<file path="src/rtl/kbd_pkg.sv">
// Shared definitions for the PS/2 set-2 scancode decoder: FSM encoding,
// prefix/modifier scancodes and the make-code to ASCII translation.
package kbd_pkg;

    typedef logic [1:0] kbd_state_t;

    localparam kbd_state_t ST_IDLE   = 2'd0;
    localparam kbd_state_t ST_ACK    = 2'd1;
    localparam kbd_state_t ST_WAIT   = 2'd2;
    localparam kbd_state_t ST_DECODE = 2'd3;

    localparam logic [7:0] SC_EXT    = 8'hE0;
    localparam logic [7:0] SC_BRK    = 8'hF0;
    localparam logic [7:0] SC_LSHIFT = 8'h12;
    localparam logic [7:0] SC_RSHIFT = 8'h59;
    localparam logic [7:0] SC_CAPS   = 8'h58;

    // Returns 0x00 for any code with no printable/control mapping.
    function automatic logic [7:0] sc_to_ascii(input logic [7:0] code, input logic upper);
        logic [7:0] letter;
        logic [7:0] other;
        letter = 8'h00;
        other  = 8'h00;
        case (code)
            8'h1C: letter = 8'h61;
            8'h32: letter = 8'h62;
            8'h21: letter = 8'h63;
            8'h23: letter = 8'h64;
            8'h24: letter = 8'h65;
            8'h2B: letter = 8'h66;
            8'h34: letter = 8'h67;
            8'h33: letter = 8'h68;
            8'h43: letter = 8'h69;
            8'h3B: letter = 8'h6A;
            8'h42: letter = 8'h6B;
            8'h4B: letter = 8'h6C;
            8'h3A: letter = 8'h6D;
            8'h31: letter = 8'h6E;
            8'h44: letter = 8'h6F;
            8'h4D: letter = 8'h70;
            8'h15: letter = 8'h71;
            8'h2D: letter = 8'h72;
            8'h1B: letter = 8'h73;
            8'h2C: letter = 8'h74;
            8'h3C: letter = 8'h75;
            8'h2A: letter = 8'h76;
            8'h1D: letter = 8'h77;
            8'h22: letter = 8'h78;
            8'h35: letter = 8'h79;
            8'h1A: letter = 8'h7A;
            8'h45: other  = 8'h30;
            8'h16: other  = 8'h31;
            8'h1E: other  = 8'h32;
            8'h26: other  = 8'h33;
            8'h25: other  = 8'h34;
            8'h2E: other  = 8'h35;
            8'h36: other  = 8'h36;
            8'h3D: other  = 8'h37;
            8'h3E: other  = 8'h38;
            8'h46: other  = 8'h39;
            8'h29: other  = 8'h20;
            8'h5A: other  = 8'h0D;
            8'h66: other  = 8'h08;
            default: ;
        endcase
        if (letter != 8'h00) begin
            return upper ? (letter - 8'h20) : letter;
        end
        return other;
    endfunction

endpackage

</file>
<file path="src/rtl/kbd_fifo.sv">
// First-word-fall-through synchronous FIFO; head reads 0 when empty.
// A push into a full FIFO only succeeds when a pop frees a slot in the same cycle.
module kbd_fifo #(
    parameter int DEPTH = 8,
    parameter int WIDTH = 8
) (
    input  logic             fclk,
    input  logic             rst,
    input  logic             push,
    input  logic [WIDTH-1:0] din,
    input  logic             pop,
    output logic [WIDTH-1:0] dout,
    output logic             empty,
    output logic             full,
    output logic             drop
);

    localparam int AW = $clog2(DEPTH);
    localparam int CW = AW + 1;

    logic [WIDTH-1:0] mem_q [DEPTH];
    logic [WIDTH-1:0] mem_d [DEPTH];
    logic [AW-1:0]    wr_ptr_q, wr_ptr_d;
    logic [AW-1:0]    rd_ptr_q, rd_ptr_d;
    logic [CW-1:0]    count_q, count_d;
    logic             do_push, do_pop;

    assign empty   = (count_q == '0);
    assign full    = (count_q == CW'(DEPTH));
    assign do_pop  = pop && !empty;
    assign do_push = push && (!full || do_pop);
    assign drop    = push && full && !do_pop;
    assign dout    = empty ? '0 : mem_q[rd_ptr_q];

    always_comb begin
        mem_d    = mem_q;
        wr_ptr_d = wr_ptr_q;
        rd_ptr_d = rd_ptr_q;
        count_d  = count_q;
        if (do_push) begin
            mem_d[wr_ptr_q] = din;
            wr_ptr_d        = wr_ptr_q + AW'(1);
        end
        if (do_pop) begin
            rd_ptr_d = rd_ptr_q + AW'(1);
        end
        if (do_push && !do_pop) begin
            count_d = count_q + CW'(1);
        end else if (do_pop && !do_push) begin
            count_d = count_q - CW'(1);
        end
    end

    always_ff @(posedge fclk or negedge rst) begin
        if (!rst) begin
            mem_q    <= '{default: '0};
            wr_ptr_q <= '0;
            rd_ptr_q <= '0;
            count_q  <= '0;
        end else begin
            mem_q    <= mem_d;
            wr_ptr_q <= wr_ptr_d;
            rd_ptr_q <= rd_ptr_d;
            count_q  <= count_d;
        end
    end

endmodule

</file>
<file path="src/rtl/kbd_scan_decoder.sv">
// PS/2 set-2 scancode stream to ASCII FIFO: receiver handshake, prefix and
// modifier tracking, translation and overflow reporting.
//   state  | meaning
//   IDLE   | wait for kb_ready, latch byte, raise kb_rdn
//   ACK    | drop kb_rdn
//   WAIT   | wait for receiver to clear kb_ready
//   DECODE | update flags, push translated character
module kbd_scan_decoder
    import kbd_pkg::*;
#(
    parameter int FIFO_DEPTH = 8
) (
    input  logic       fclk,
    input  logic       rst,
    input  logic       kb_ready,
    input  logic [7:0] kb_code,
    output logic       kb_rdn,
    input  logic       cpu_rd,
    output logic [7:0] ascii,
    output logic       fifo_empty,
    output logic       fifo_full,
    output logic       overflow
);

    kbd_state_t state_q, state_d;
    logic [7:0] code_q, code_d;
    logic       kb_rdn_q, kb_rdn_d;
    logic       brk_q, brk_d;
    logic       ext_q, ext_d;
    logic       shift_q, shift_d;
    logic       caps_q, caps_d;
    logic       overflow_q, overflow_d;
    logic       push, drop;
    logic [7:0] xlat;

    assign xlat     = sc_to_ascii(code_q, shift_q ^ caps_q);
    assign kb_rdn   = kb_rdn_q;
    assign overflow = overflow_q;

    always_comb begin
        state_d    = state_q;
        code_d     = code_q;
        kb_rdn_d   = 1'b0;
        brk_d      = brk_q;
        ext_d      = ext_q;
        shift_d    = shift_q;
        caps_d     = caps_q;
        overflow_d = overflow_q | drop;
        push       = 1'b0;
        case (state_q)
            ST_IDLE: begin
                if (kb_ready) begin
                    code_d   = kb_code;
                    kb_rdn_d = 1'b1;
                    state_d  = ST_ACK;
                end
            end
            ST_ACK: state_d = ST_WAIT;
            ST_WAIT: begin
                if (!kb_ready) begin
                    state_d = ST_DECODE;
                end
            end
            ST_DECODE: begin
                state_d = ST_IDLE;
                if (code_q == SC_EXT) begin
                    ext_d = 1'b1;
                end else if (code_q == SC_BRK) begin
                    brk_d = 1'b1;
                end else begin
                    // Extended keys (arrows, right ctrl/alt...) produce nothing here.
                    if (!ext_q) begin
                        if (code_q == SC_LSHIFT || code_q == SC_RSHIFT) begin
                            shift_d = !brk_q;
                        end else if (code_q == SC_CAPS) begin
                            if (!brk_q) begin
                                caps_d = !caps_q;
                            end
                        end else if (!brk_q && xlat != 8'h00) begin
                            push = 1'b1;
                        end
                    end
                    brk_d = 1'b0;
                    ext_d = 1'b0;
                end
            end
            default: state_d = ST_IDLE;
        endcase
    end

    always_ff @(posedge fclk or negedge rst) begin
        if (!rst) begin
            state_q    <= ST_IDLE;
            code_q     <= 8'h00;
            kb_rdn_q   <= 1'b0;
            brk_q      <= 1'b0;
            ext_q      <= 1'b0;
            shift_q    <= 1'b0;
            caps_q     <= 1'b0;
            overflow_q <= 1'b0;
        end else begin
            state_q    <= state_d;
            code_q     <= code_d;
            kb_rdn_q   <= kb_rdn_d;
            brk_q      <= brk_d;
            ext_q      <= ext_d;
            shift_q    <= shift_d;
            caps_q     <= caps_d;
            overflow_q <= overflow_d;
        end
    end

    kbd_fifo #(
        .DEPTH (FIFO_DEPTH),
        .WIDTH (8)
    ) u_fifo (
        .fclk  (fclk),
        .rst   (rst),
        .push  (push),
        .din   (xlat),
        .pop   (cpu_rd),
        .dout  (ascii),
        .empty (fifo_empty),
        .full  (fifo_full),
        .drop  (drop)
    );

endmodule

</file>
<file path="config.mk">
export PLATFORM = sky130hd
export DESIGN_NAME = kbd_scan_decoder
export DESIGN_NICKNAME = d
export VERILOG_FILES = /design/src/rtl/kbd_pkg.sv /design/src/rtl/kbd_fifo.sv /design/src/rtl/kbd_scan_decoder.sv
export SDC_FILE = /design/constraint.sdc
export NUM_CORES = 1
export LEC_CHECK = 0
export ABC_CLOCK_PERIOD_IN_PS = 4100
export BUFFER_PORTS_ARGS = -buffer_cell sky130_fd_sc_hd__buf_2
export CORE_MARGIN = 5
export CORE_UTILIZATION = 35
export CTS_CLUSTER_SIZE = 24
export DETAILED_ROUTE_END_ITERATION = 8
export PLACE_DENSITY = 0.53
export SYNTH_ARGS = -nofsm -noshare
export SYNTH_HDL_FRONTEND = slang
export SYNTH_SLANG_ARGS = --single-unit
</file>
<file path="constraint.sdc">
create_clock -name fclk -period 4.1 [get_ports fclk]
set_input_delay 0.41 -clock fclk [delete_from_list [all_inputs] [get_ports fclk]]
set_output_delay 0.41 -clock fclk [all_outputs]
set_load 0.02 [all_outputs]
</file>
==> implementation parameters <==
Parameter                              Value

Logic synthesis
  Instance count of the mapped netlist    446
  Summed instance area of the synthesized netlist    5273 µm²
  Avg Inst Size Synth    11.82 µm²
  Library cells used by synthesis    62
  Number of enable-type register cells in the synthesized netlist    0
  Warnings from Yosys    0
  Number of register bits inferred by synthesis    90
  Share of flip-flops with an asynchronous set or reset    1.000
  Synthesized netlist net count    470
  Predominant post-synthesis flop cell    sky130_fd_sc_hd__dfrtp_1
  Share of synthesized area occupied by flip-flops and latches    0.4271

Final layout
  Final Net Count    501
  Ant diodes    0
  Area Growth Syn to Fin    14.62%
  Design Area, Final    6043 µm²
  Commonest cells after routing, fill and taps aside    sky130_fd_sc_hd__dfrtp_1, sky130_fd_sc_hd__mux2_2, sky130_fd_sc_hd__buf_4, sky130_fd_sc_hd__nor2_1, sky130_fd_sc_hd__buf_2
  Most common cell after layout, fill and taps aside    sky130_fd_sc_hd__dfrtp_1
  Post-route insts no fill    665
  Layout cells sized above 1    0.3472

Pwr
  VDD IR max    0.3414 mV
  Power density relative to cell area    716.0 nW/µm²
  Cell leakage power    2.724 nW
  Power Total    4.327 mW

Worst hold path
  Kind of path behind the tightest hold check    input pin to asynchronous set/reset pin

Clock tree
  Cts-stage hold buffer count    0
  H-tree depth    3
  Post-CTS Resized    0
  Number of sinks on the clock net    90
  Later-pin clock latency in the skew report    0.34 ns
  Number of buffers added by the clock tree synthesis step    9
  Longest Clk Path Bufs    2
  Clk slew on worst S/H paths    0.06 ns
  Root Buffer    sky130_fd_sc_hd__clkbuf_16
  Clock tree from TritonCTS    built
  Number of setup buffers added after CTS    0

Floorplan
  Die extent in y    132.7 µm
  Total number of placement rows    44
  Number of top-level pins    24
  Chip width    132.7 µm
  Initial Util    0.3600
  Die Area    17620 µm²
  Area inside the core boundary    14640 µm²

Drt
  Via Count    3738
  Wirelength per Cell    18.56 µm
  First-pass iteration count of the detailed router    4
  Violation count after the first detailed-route iteration    291
  Final wirelength    12340 µm
  Drc violations    0
  Via count normalized by instance count    5.621
  Post-route antenna net violation count    0

Critical path
  Highest-delay cell along the critical path    sky130_fd_sc_hd__a2111oi_0
  Capturing element type of the critical path    flop
  Stage delay of the slowest cell on the critical path    0.52 ns
  Crit path cell chain    buf_4 -> or3b_2 -> a2111oi_0 -> o21ai_0 -> o2111ai_1 -> or3_4 -> o21ai_1 -> inv_1 -> ha_1 -> inv_1 -> ha_1 -> a21o_1 -> a21oi_1 -> xnor2_1 -> nor2_1 -> xor2_1
  Critical Path Fanout Max    11
  Critical Setup Path Class    flop to flop
  Kind of start point of the critical path    flop
  Worst endpoint required time    4.32 ns
  Data arrival time of the critical path    4.09 ns

Job
  MaxCap Viol Count    0

Timing
  Transition time at the pin with the least slew margin    1.001 ns
  Peak clock frequency supported by timing    258.7 MHz
  Final critical delay including setup and external delays    3.865 ns
  Sum of negative setup slack    0 ns
  Post-route fraction of the period consumed by the critical path    0.9427
  Final Hold Violating Endpoints    0
  Least setup slack across all paths after layout    0.2348 ns
  Final Skew    0.008571 ns
  Normalized max-slew margin    0.3325
  Endpoints failing setup    0
  Unrepaired setup endpoints after global routing    no
  Number of max-slew violations in the final report    0

Global route
  Number of global-route vias before repair    3868
  Largest net degree at the start of global routing    54
  GRT met2 Usage    0.2391
  Met3 usage in global routing    0.03797
  Overall track demand over capacity in global routing    0.1475
  Initial antenna violation count    0
  Wire length of the first global-routing pass    20920 µm
  Total overflow reported by the global router    0
  GR met1 Demand/Resource    0.1975
  Global routing's busiest layer    met2

Place
  Placed instance area    5687 µm²
  Count of buffers from port buffering    23
  Post-placement worst setup slack    0.1209 ns
  Half-perimeter wire length after placement    8710 µm
  RD Place Congestion    0.8473
  Post-Place Cells    650

Status
  Run status    completed
[routing by layer]
metal | wire length, µm | vias to the layer above
li1 | - | 1724
met1 | 5615 | 1890
met2 | 5959 | 110
met3 | 578 | 14
met4 | 189 | 0
met5 | 0 | -
[metrics by stage]
stage	util	hold WS, ns
after floorplan	-	0.1144
after global placement	0.3883	0.4683
after detailed placement	0.3883	0.4762
after CTS	0.4123	0.1417
after global routing	0.4127	0.1715
final	0.4127	0.1153
[registers in the layout, indices dropped and copies added, names as in the netlist]
register         count
brk_q                1
caps_q               1
code_q               8
ext_q                1
kb_rdn               1
overflow             1
shift_q              1
state_q              2
u_fifo.count_q       4
u_fifo.mem_q        64
u_fifo.rd_ptr_q      3
u_fifo.wr_ptr_q      3
[worst paths after layout]
check	end	slack (ns)	start	cells past startpoint
min reg2reg	u_fifo.mem_q[13]$_DFFE_PN0P_	0.49	u_fifo.mem_q[13]$_DFFE_PN0P_	1
min in group fclk	code_q[0]$_DFFE_PN0P_	0.28	kb_code[0]	3
max reg2reg	u_fifo.count_q[3]$_DFFE_PN0P_	0.23	code_q[0]$_DFFE_PN0P_	16
max	u_fifo.count_q[3]$_DFFE_PN0P_	0.23	code_q[0]$_DFFE_PN0P_	16
max in group asynchronous	u_fifo.count_q[2]$_DFFE_PN0P_	3.02	rst	2
min	u_fifo.mem_q[14]$_DFFE_PN0P_	0.12	rst	1
[critical path: cells and delay by family, from the launching register on]
family / cells / cell delay [ns]
AOI/OAI and AO/OA: 6 / 1.42
xor gates and xnor gates: 2 / 0.28
adders and majority gates: 2 / 0.45
buffers and inverters: 3 / 0.40
DFF: 1 / 0.50
and+or+nand+nor: 3 / 0.70
[Yosys cell counts, types with 4 or more instances]
cell type / number / area, µm²
sky130_fd_sc_hd__a211oi_1: 4 / 30.03
sky130_fd_sc_hd__a21oi_1: 14 / 70.07
sky130_fd_sc_hd__buf_2: 11 / 55.05
sky130_fd_sc_hd__clkbuf_1: 13 / 48.80
sky130_fd_sc_hd__dfrtp_1: 90 / 2252
sky130_fd_sc_hd__ha_1: 11 / 137.6
sky130_fd_sc_hd__inv_1: 13 / 48.80
sky130_fd_sc_hd__mux2_1: 14 / 157.7
sky130_fd_sc_hd__mux2_2: 56 / 630.6
sky130_fd_sc_hd__mux2i_1: 8 / 80.08
sky130_fd_sc_hd__mux4_2: 16 / 360.4
sky130_fd_sc_hd__nand2_1: 13 / 48.80
sky130_fd_sc_hd__nand2b_1: 12 / 75.07
sky130_fd_sc_hd__nand3_1: 5 / 25.02
sky130_fd_sc_hd__nand3b_1: 5 / 37.54
sky130_fd_sc_hd__nor2_1: 26 / 97.59
sky130_fd_sc_hd__nor2b_1: 6 / 37.54
sky130_fd_sc_hd__nor3_1: 9 / 45.04
sky130_fd_sc_hd__nor4_1: 5 / 31.28
sky130_fd_sc_hd__nor4b_1: 6 / 52.55
sky130_fd_sc_hd__nor4bb_1: 4 / 40.04
sky130_fd_sc_hd__o211ai_1: 4 / 30.03
sky130_fd_sc_hd__o21ai_0: 15 / 75.07
sky130_fd_sc_hd__o21ai_4: 4 / 65.06
sky130_fd_sc_hd__or3b_2: 6 / 52.55
sky130_fd_sc_hd__or4b_2: 6 / 60.06
sky130_fd_sc_hd__xnor2_1: 11 / 96.34
[cell type report]
class	count	area (µm²)
clock buffers	11	252.7
clock inverters	4	98.84
repair buffers	50	320.3
well taps	184	230.2
fillers	1410	8601
flip-flops and latches	90	2257
multi-input cells	313	2835
inverters	13	48.80
[power breakdown]
part	internal [mW]	switching, mW
clock network	0.626	0.332
registers	1.09	0.362
logic	0.854	1.06
total	2.57	1.76
[kinds of logic after synthesis]
logic type,count (synthesis),synth area share
and+or+nand+nor,126,0.1486
muxes,94,0.2330
DFF,90,0.4271
AOI/OAI and AO/OA,67,0.1018
buffers and inverters,43,0.03631
xor gates and xnor gates,14,0.02326
adders and majority gates,12,0.02990
(Power assumes the default switching activity.)
